==> config.mk <==
export PLATFORM = sky130hd
export DESIGN_NAME = check_tally
export DESIGN_NICKNAME = d
export VERILOG_FILES = /design/src/rtl/check_tally_pkg.sv /design/src/rtl/check_tally_sat_counter.sv /design/src/rtl/check_tally.sv
export SDC_FILE = /design/constraint.sdc
export NUM_CORES = 1
export LEC_CHECK = 0
export ABC_AREA = 1
export ABC_CLOCK_PERIOD_IN_PS = 1900
export BUFFER_PORTS_ARGS = -buffer_cell sky130_fd_sc_hd__buf_2
export CORE_ASPECT_RATIO = 0.75
export CORE_MARGIN = 3
export CORE_UTILIZATION = 30
export DETAILED_ROUTE_END_ITERATION = 6
export GPL_TIMING_DRIVEN = 0
export PLACE_DENSITY = 0.5
export SLEW_MARGIN = 20
export SYNTH_ARGS = -nofsm -noshare
export SYNTH_HDL_FRONTEND = slang
export SYNTH_SLANG_ARGS = --single-unit
==> constraint.sdc <==
create_clock -name i_clk -period 1.9 [get_ports i_clk]
set_clock_uncertainty 0.1 [all_clocks]
set_input_delay 0.19 -clock i_clk [delete_from_list [all_inputs] [get_ports i_clk]]
set_output_delay 0.19 -clock i_clk [all_outputs]
set_load 0.01 [all_outputs]
==> src/rtl/check_tally_pkg.sv <==
// Shared types and helpers for the check_tally result accumulator.
// State encoding, total-count width and a saturating increment.
package check_tally_pkg;

    typedef enum logic [1:0] {
        IDLE = 2'd0,
        RUN  = 2'd1,
        DONE = 2'd2
    } tally_state_e;

    localparam int TOTAL_W = 16;

    // Holds at the all-ones value of the low w bits (w <= 32).
    function automatic logic [31:0] sat_inc(
        input logic [31:0] v,
        input int unsigned w
    );
        logic [31:0] max;
        max = 32'hFFFF_FFFF >> (32 - w);
        return (v == max) ? v : v + 32'd1;
    endfunction

endpackage

==> src/rtl/check_tally_sat_counter.sv <==
// Saturating up-counter with synchronous reset and run-start clear.
// Used for the pass and fail tallies of check_tally.
module sat_counter
    import check_tally_pkg::*;
#(
    parameter int W = 4
) (
    input  logic         i_clk,
    input  logic         i_rst,
    input  logic         i_clr,
    input  logic         i_inc,
    output logic [W-1:0] o_cnt,
    output logic         o_at_max
);

    logic [W-1:0] r_cnt;

    always_ff @(posedge i_clk) begin
        if (i_rst || i_clr) begin
            r_cnt <= '0;
        end else if (i_inc) begin
            r_cnt <= W'(sat_inc(32'(r_cnt), W));
        end
    end

    assign o_cnt    = r_cnt;
    assign o_at_max = (r_cnt == '1);

endmodule

==> src/rtl/check_tally.sv <==
// Pass/fail result accumulator with run FSM and sticky status flags.
// Optional fail-streak abort is built when CHECK_TALLY_STREAK_EN is defined.
module check_tally
    import check_tally_pkg::*;
#(
    parameter int CNT_W        = 4,
    parameter int EXPECTED     = 13,
    parameter int STREAK_LIMIT = 3
) (
    input  logic               i_clk,
    input  logic               i_rst,
    input  logic               i_start,
    input  logic               i_res_valid,
    input  logic               i_res_pass,
    output logic               o_res_ready,
    output logic [CNT_W-1:0]   o_pass_cnt,
    output logic [CNT_W-1:0]   o_fail_cnt,
    output logic [TOTAL_W-1:0] o_total_cnt,
    output logic               o_sat,
    output logic               o_busy,
    output logic               o_done,
    output logic               o_abort
);

    localparam logic [TOTAL_W-1:0] EXP_V = TOTAL_W'(EXPECTED);

    tally_state_e       r_state;
    logic               r_busy;
    logic               r_done;
    logic [TOTAL_W-1:0] r_total;

    logic w_acc;
    logic w_clr;
    logic w_last;
    logic w_abort_hit;
    logic w_pass_max;
    logic w_fail_max;

    assign w_acc  = i_res_valid & r_busy;
    assign w_clr  = i_start & ~r_busy;
    assign w_last = w_acc & ((r_total + 1'b1) == EXP_V);

    sat_counter #(.W(CNT_W)) u_pass (
        .i_clk    (i_clk),
        .i_rst    (i_rst),
        .i_clr    (w_clr),
        .i_inc    (w_acc & i_res_pass),
        .o_cnt    (o_pass_cnt),
        .o_at_max (w_pass_max)
    );

    sat_counter #(.W(CNT_W)) u_fail (
        .i_clk    (i_clk),
        .i_rst    (i_rst),
        .i_clr    (w_clr),
        .i_inc    (w_acc & ~i_res_pass),
        .o_cnt    (o_fail_cnt),
        .o_at_max (w_fail_max)
    );

`ifdef CHECK_TALLY_STREAK_EN
    localparam int SW = $clog2(STREAK_LIMIT + 1);
    localparam logic [SW-1:0] LIM_M1 = SW'(STREAK_LIMIT - 1);

    logic [SW-1:0] r_streak;
    logic          r_abort;

    assign w_abort_hit = w_acc & ~i_res_pass & (r_streak == LIM_M1);

    always_ff @(posedge i_clk) begin
        if (i_rst || w_clr) begin
            r_streak <= '0;
            r_abort  <= 1'b0;
        end else if (w_acc) begin
            r_streak <= i_res_pass ? '0 : r_streak + 1'b1;
            if (w_abort_hit) begin
                r_abort <= 1'b1;
            end
        end
    end

    assign o_abort = r_abort;
`else
    logic w_unused_lim;

    assign w_abort_hit  = 1'b0;
    assign o_abort      = 1'b0;
    assign w_unused_lim = ^STREAK_LIMIT;
`endif

    always_ff @(posedge i_clk) begin
        if (i_rst) begin
            r_state <= IDLE;
            r_busy  <= 1'b0;
            r_done  <= 1'b0;
            r_total <= '0;
        end else begin
            unique case (r_state)
                IDLE, DONE: begin
                    if (i_start) begin
                        r_state <= RUN;
                        r_busy  <= 1'b1;
                        r_done  <= 1'b0;
                        r_total <= '0;
                    end
                end
                RUN: begin
                    if (w_acc) begin
                        r_total <= r_total + 1'b1;
                        if (w_last || w_abort_hit) begin
                            r_state <= DONE;
                            r_busy  <= 1'b0;
                            r_done  <= 1'b1;
                        end
                    end
                end
                default: begin
                    r_state <= IDLE;
                    r_busy  <= 1'b0;
                    r_done  <= 1'b0;
                end
            endcase
        end
    end

    // Counts only rise within a run, so "hit max this run" equals "at max now".
    assign o_sat       = w_pass_max | w_fail_max;
    assign o_res_ready = r_busy;
    assign o_busy      = r_busy;
    assign o_done      = r_done;
    assign o_total_cnt = r_total;

endmodule

==> results_dict.tcl <==
set metrics [dict create \
    start_kind "register" \
    hp-class "input pin to register" \
    hold_violations 0 \
    clkTransAtPathRegs_ns 0.10 \
    antenna_found_initial 0 \
    place_area_um2 1827 \
    synth_warnings 0 \
    worst_ep_arrival_time_ns 1.86 \
    stdcell_area_um2 1934 \
    syn2layout_area_growth_pct 22.31 \
    drtIter0Drc 75 \
    slowest_delay_ns 0.40 \
    worstSkewPairLatency_ns 0.28 \
    ant_nets 0 \
    tns_ns 0 \
    period_needed_ns 1.749 \
    async_flop_share_pct 0 \
    ios 34 \
    worst_pin_slew_ns 0.5071 \
    critical_path.max_fanout 7 \
    synth_ff_type "dfxtp_1" \
    syn_avg_cell_area_um2 6.429 \
    fin_crit_sh_pct 92.08 \
    slew_headroom_pct 65.83 \
    ir_worst_vdd_mv 0.2649 \
    viasPerCell 4.514 \
    dpl.hpwl_mm 3.209 \
    p_comb_share_pct 9.3 \
    core_area_um2 4982 \
    dp_slack_ns -0.07633 \
    grt_start_max_net_pins 15 \
    power-per-cell-area_nw_per_um2 528.8 \
    wl_per_cell_um 11.90 \
    place_inst 349 \
    netlist.area_leader.share_pct 34.18 \
    synth_cell_types 25 \
    power.total_uw 1023 \
    synth_area_leaders "dfxtp_1 34%, nand2_1 18%, nand3_1 7.9%" \
    setup_viol_count_final 0 \
    n_antenna_cell 0 \
    end_kind "register" \
    maxSlewViolCount 0 \
    fp.dieH_um 68.88 \
    crit_buf_inv 1 \
    drt_pass1_iterations 4 \
    vias 1598 \
    port_buffers 31 \
    synth_edf_count 0 \
    grt_pass1_wl_mm 6.451 \
    met3WireLength_um 243 \
    p_int_uw 756.2 \
    grt_use_total_pct 13.10 \
    p_sw_uw 266.6 \
    wl_met1_mm 2.259 \
    power_leakage_uw 0.0008134 \
    crit_type "register to register" \
    wl_met2_mm 1.683 \
    cts_sinks 27 \
    outcome "finished clean" \
    worstPathRequired_ns 2.01 \
    synth_cells 246 \
    cts.path.max_buffers 2 \
    yosysSeqAreaShare_pct 34.18 \
    overflow 0 \
    sw_frac_of_total_pct 26.07 \
    synth_nets 255 \
    fmax_mhz 571.6 \
    h-tree-depth 1 \
    netlist_area_um2 1582 \
    place.gp.congestion 0.7997 \
    die_w_um 89.84 \
    worstPathCellList "ha_4, nand2_2, nor2_4, buf_4, nand3_1, nand2_1, nand2_1, nand3_1, nor2_2, nand3_1, nand2_1, a21oi_1" \
    ys_ff_latch 27 \
    finalNetCount 292 \
    initial_utilization_pct 31.74 \
    yosysTopAreaCell "dfxtp_1" \
    route.top_layer_used "met4" \
    dieArea_um2 6188 \
    maxCapViolCount 0 \
    seqPwrFrac_pct 57.6 \
    fp-row-count 22 \
    drcViolationCount 0 \
    grt_pass1_vias 1247 \
    layout-drive-gt1-share_pct 22.34 \
    finalNonFillerCells 354 \
    wl_mm 4.214 \
    clock_power_share_pct 33.1 \
    numCtsBuffers 3 \
    slowest_stage "dfxtp_4" \
    cts_tree "yes" \
    crit_family "simple AND/OR/NAND/NOR gates" \
    worst_slack_ns 0.1505 \
    root_buffer "clkbuf_8" \
]
==> cell families (layout without fill, tap and decap cells) <==
kind of cell	Yosys count	in the layout	synth area share, %
AO/OA/AOI/OAI	37	37	12.58
other	1	1	0.2371
adder cells (fa/ha/maj)	4	4	3.165
buffers and inverters	32	68	8.228
AND/OR/NAND/NOR	144	144	41.06
flip-flops	27	27	34.18
XOR/XNOR	1	1	0.5539
==> final cells by class <==
type / instances / area (um2)
fillers: 558 / 3048
plain buffers: 6 / 32.53
clock buffers: 4 / 45.04
inverters: 26 / 97.59
well taps: 72 / 90.09
flip-flops and latches: 27 / 554.3
multi-input cells: 187 / 952.2
repair buffers: 32 / 162.7
==> metrics by stage <==
stage	utilization (%)	hold WS (ns)
final	38.82	0.1070
after global routing	38.82	0.1223
after CTS	37.82	0.1026
after detailed placement	36.67	0.3524
after global placement	36.67	0.3591
after floorplan	-	0.2814
==> Yosys cell counts (3+ instances only) <==
library cell	number
o21ai_0	8
nand3_1	25
ha_1	4
inv_1	26
nand4_1	8
nor2_1	23
o21bai_1	3
dfxtp_1	27
nand2_1	75
a21oi_1	23
nor2_4	3
==> registers in the layout (all words and copies together) (netlist names) <==
register and cells:
o_total_cnt 16, u_fail.o_cnt 4, u_pass.o_cnt 4, r_state 2, o_busy 1
==> final timing paths <==
kind                       start              end  slack (ns)  depth (start not counted)
hold / removal        i_res_pass  u_fail.o_cnt[2]        0.11                          4
hold reg to reg       r_state[0]           o_busy        0.37                          1
setup reg to reg  o_total_cnt[0]       r_state[0]        0.15                         12
setup / recovery  o_total_cnt[0]       r_state[0]        0.15                         12
==> power by group through the flow <==
| stage | Sequential (uW) | Clock, uW | Combinational [uW] |
|---|---|---|---|
| after floorplan | 602 | 0 | 56.5 |
| after global placement | 602 | 0 | 93.4 |
| after detailed placement | 601 | 0 | 93.9 |
| after CTS | 589 | 356 | 93.9 |
| after global routing | 591 | 370 | 107 |
| final | 589 | 339 | 94.8 |
==> placed cells by master, fill, tap and decap left out, types with 3 or more instances in the layout <==
master    netlist  final
nand2_1        75     74
buf_2           2     33
inv_1          26     26
nand3_1        25     24
a21oi_1        23     23
dfxtp_1        27     20
nor2_1         23     19
o21ai_0         8      8
nand4_1         8      8
nor2_2          2      5
dfxtp_2         0      5
nor2_4          3      4
clkbuf_1        2      3
o21bai_1        3      3
ha_1            4      3
buf_4           2      3
clkbuf_8        0      3
==> worst register-to-register path, delay by kind of cell, from the launching register on <==
kind | cells | cell delay (ns)
compound gates | 1 | 0.14
buf+inv | 1 | 0.15
fa+ha+maj | 1 | 0.16
flops | 1 | 0.40
simple gates | 9 | 0.74
==> routing by layer <==
layer  GRT usage (%)  up-vias
li1                -      871
met4           2.294        0
met3           2.711        2
met2           17.70       29
met5               0        -
met1           20.90      696
==> what timing repair did <==
item / 4_1_cts / 5_1_grt
gates resized for setup: 3 / 16
endpoints found under the setup margin: 3 / 13
pin swaps: 1 / 2
buffers inserted: 1 / 0
hold buffers: 0 / 0
No activity file was read; power rests on OpenSTA's default activity.
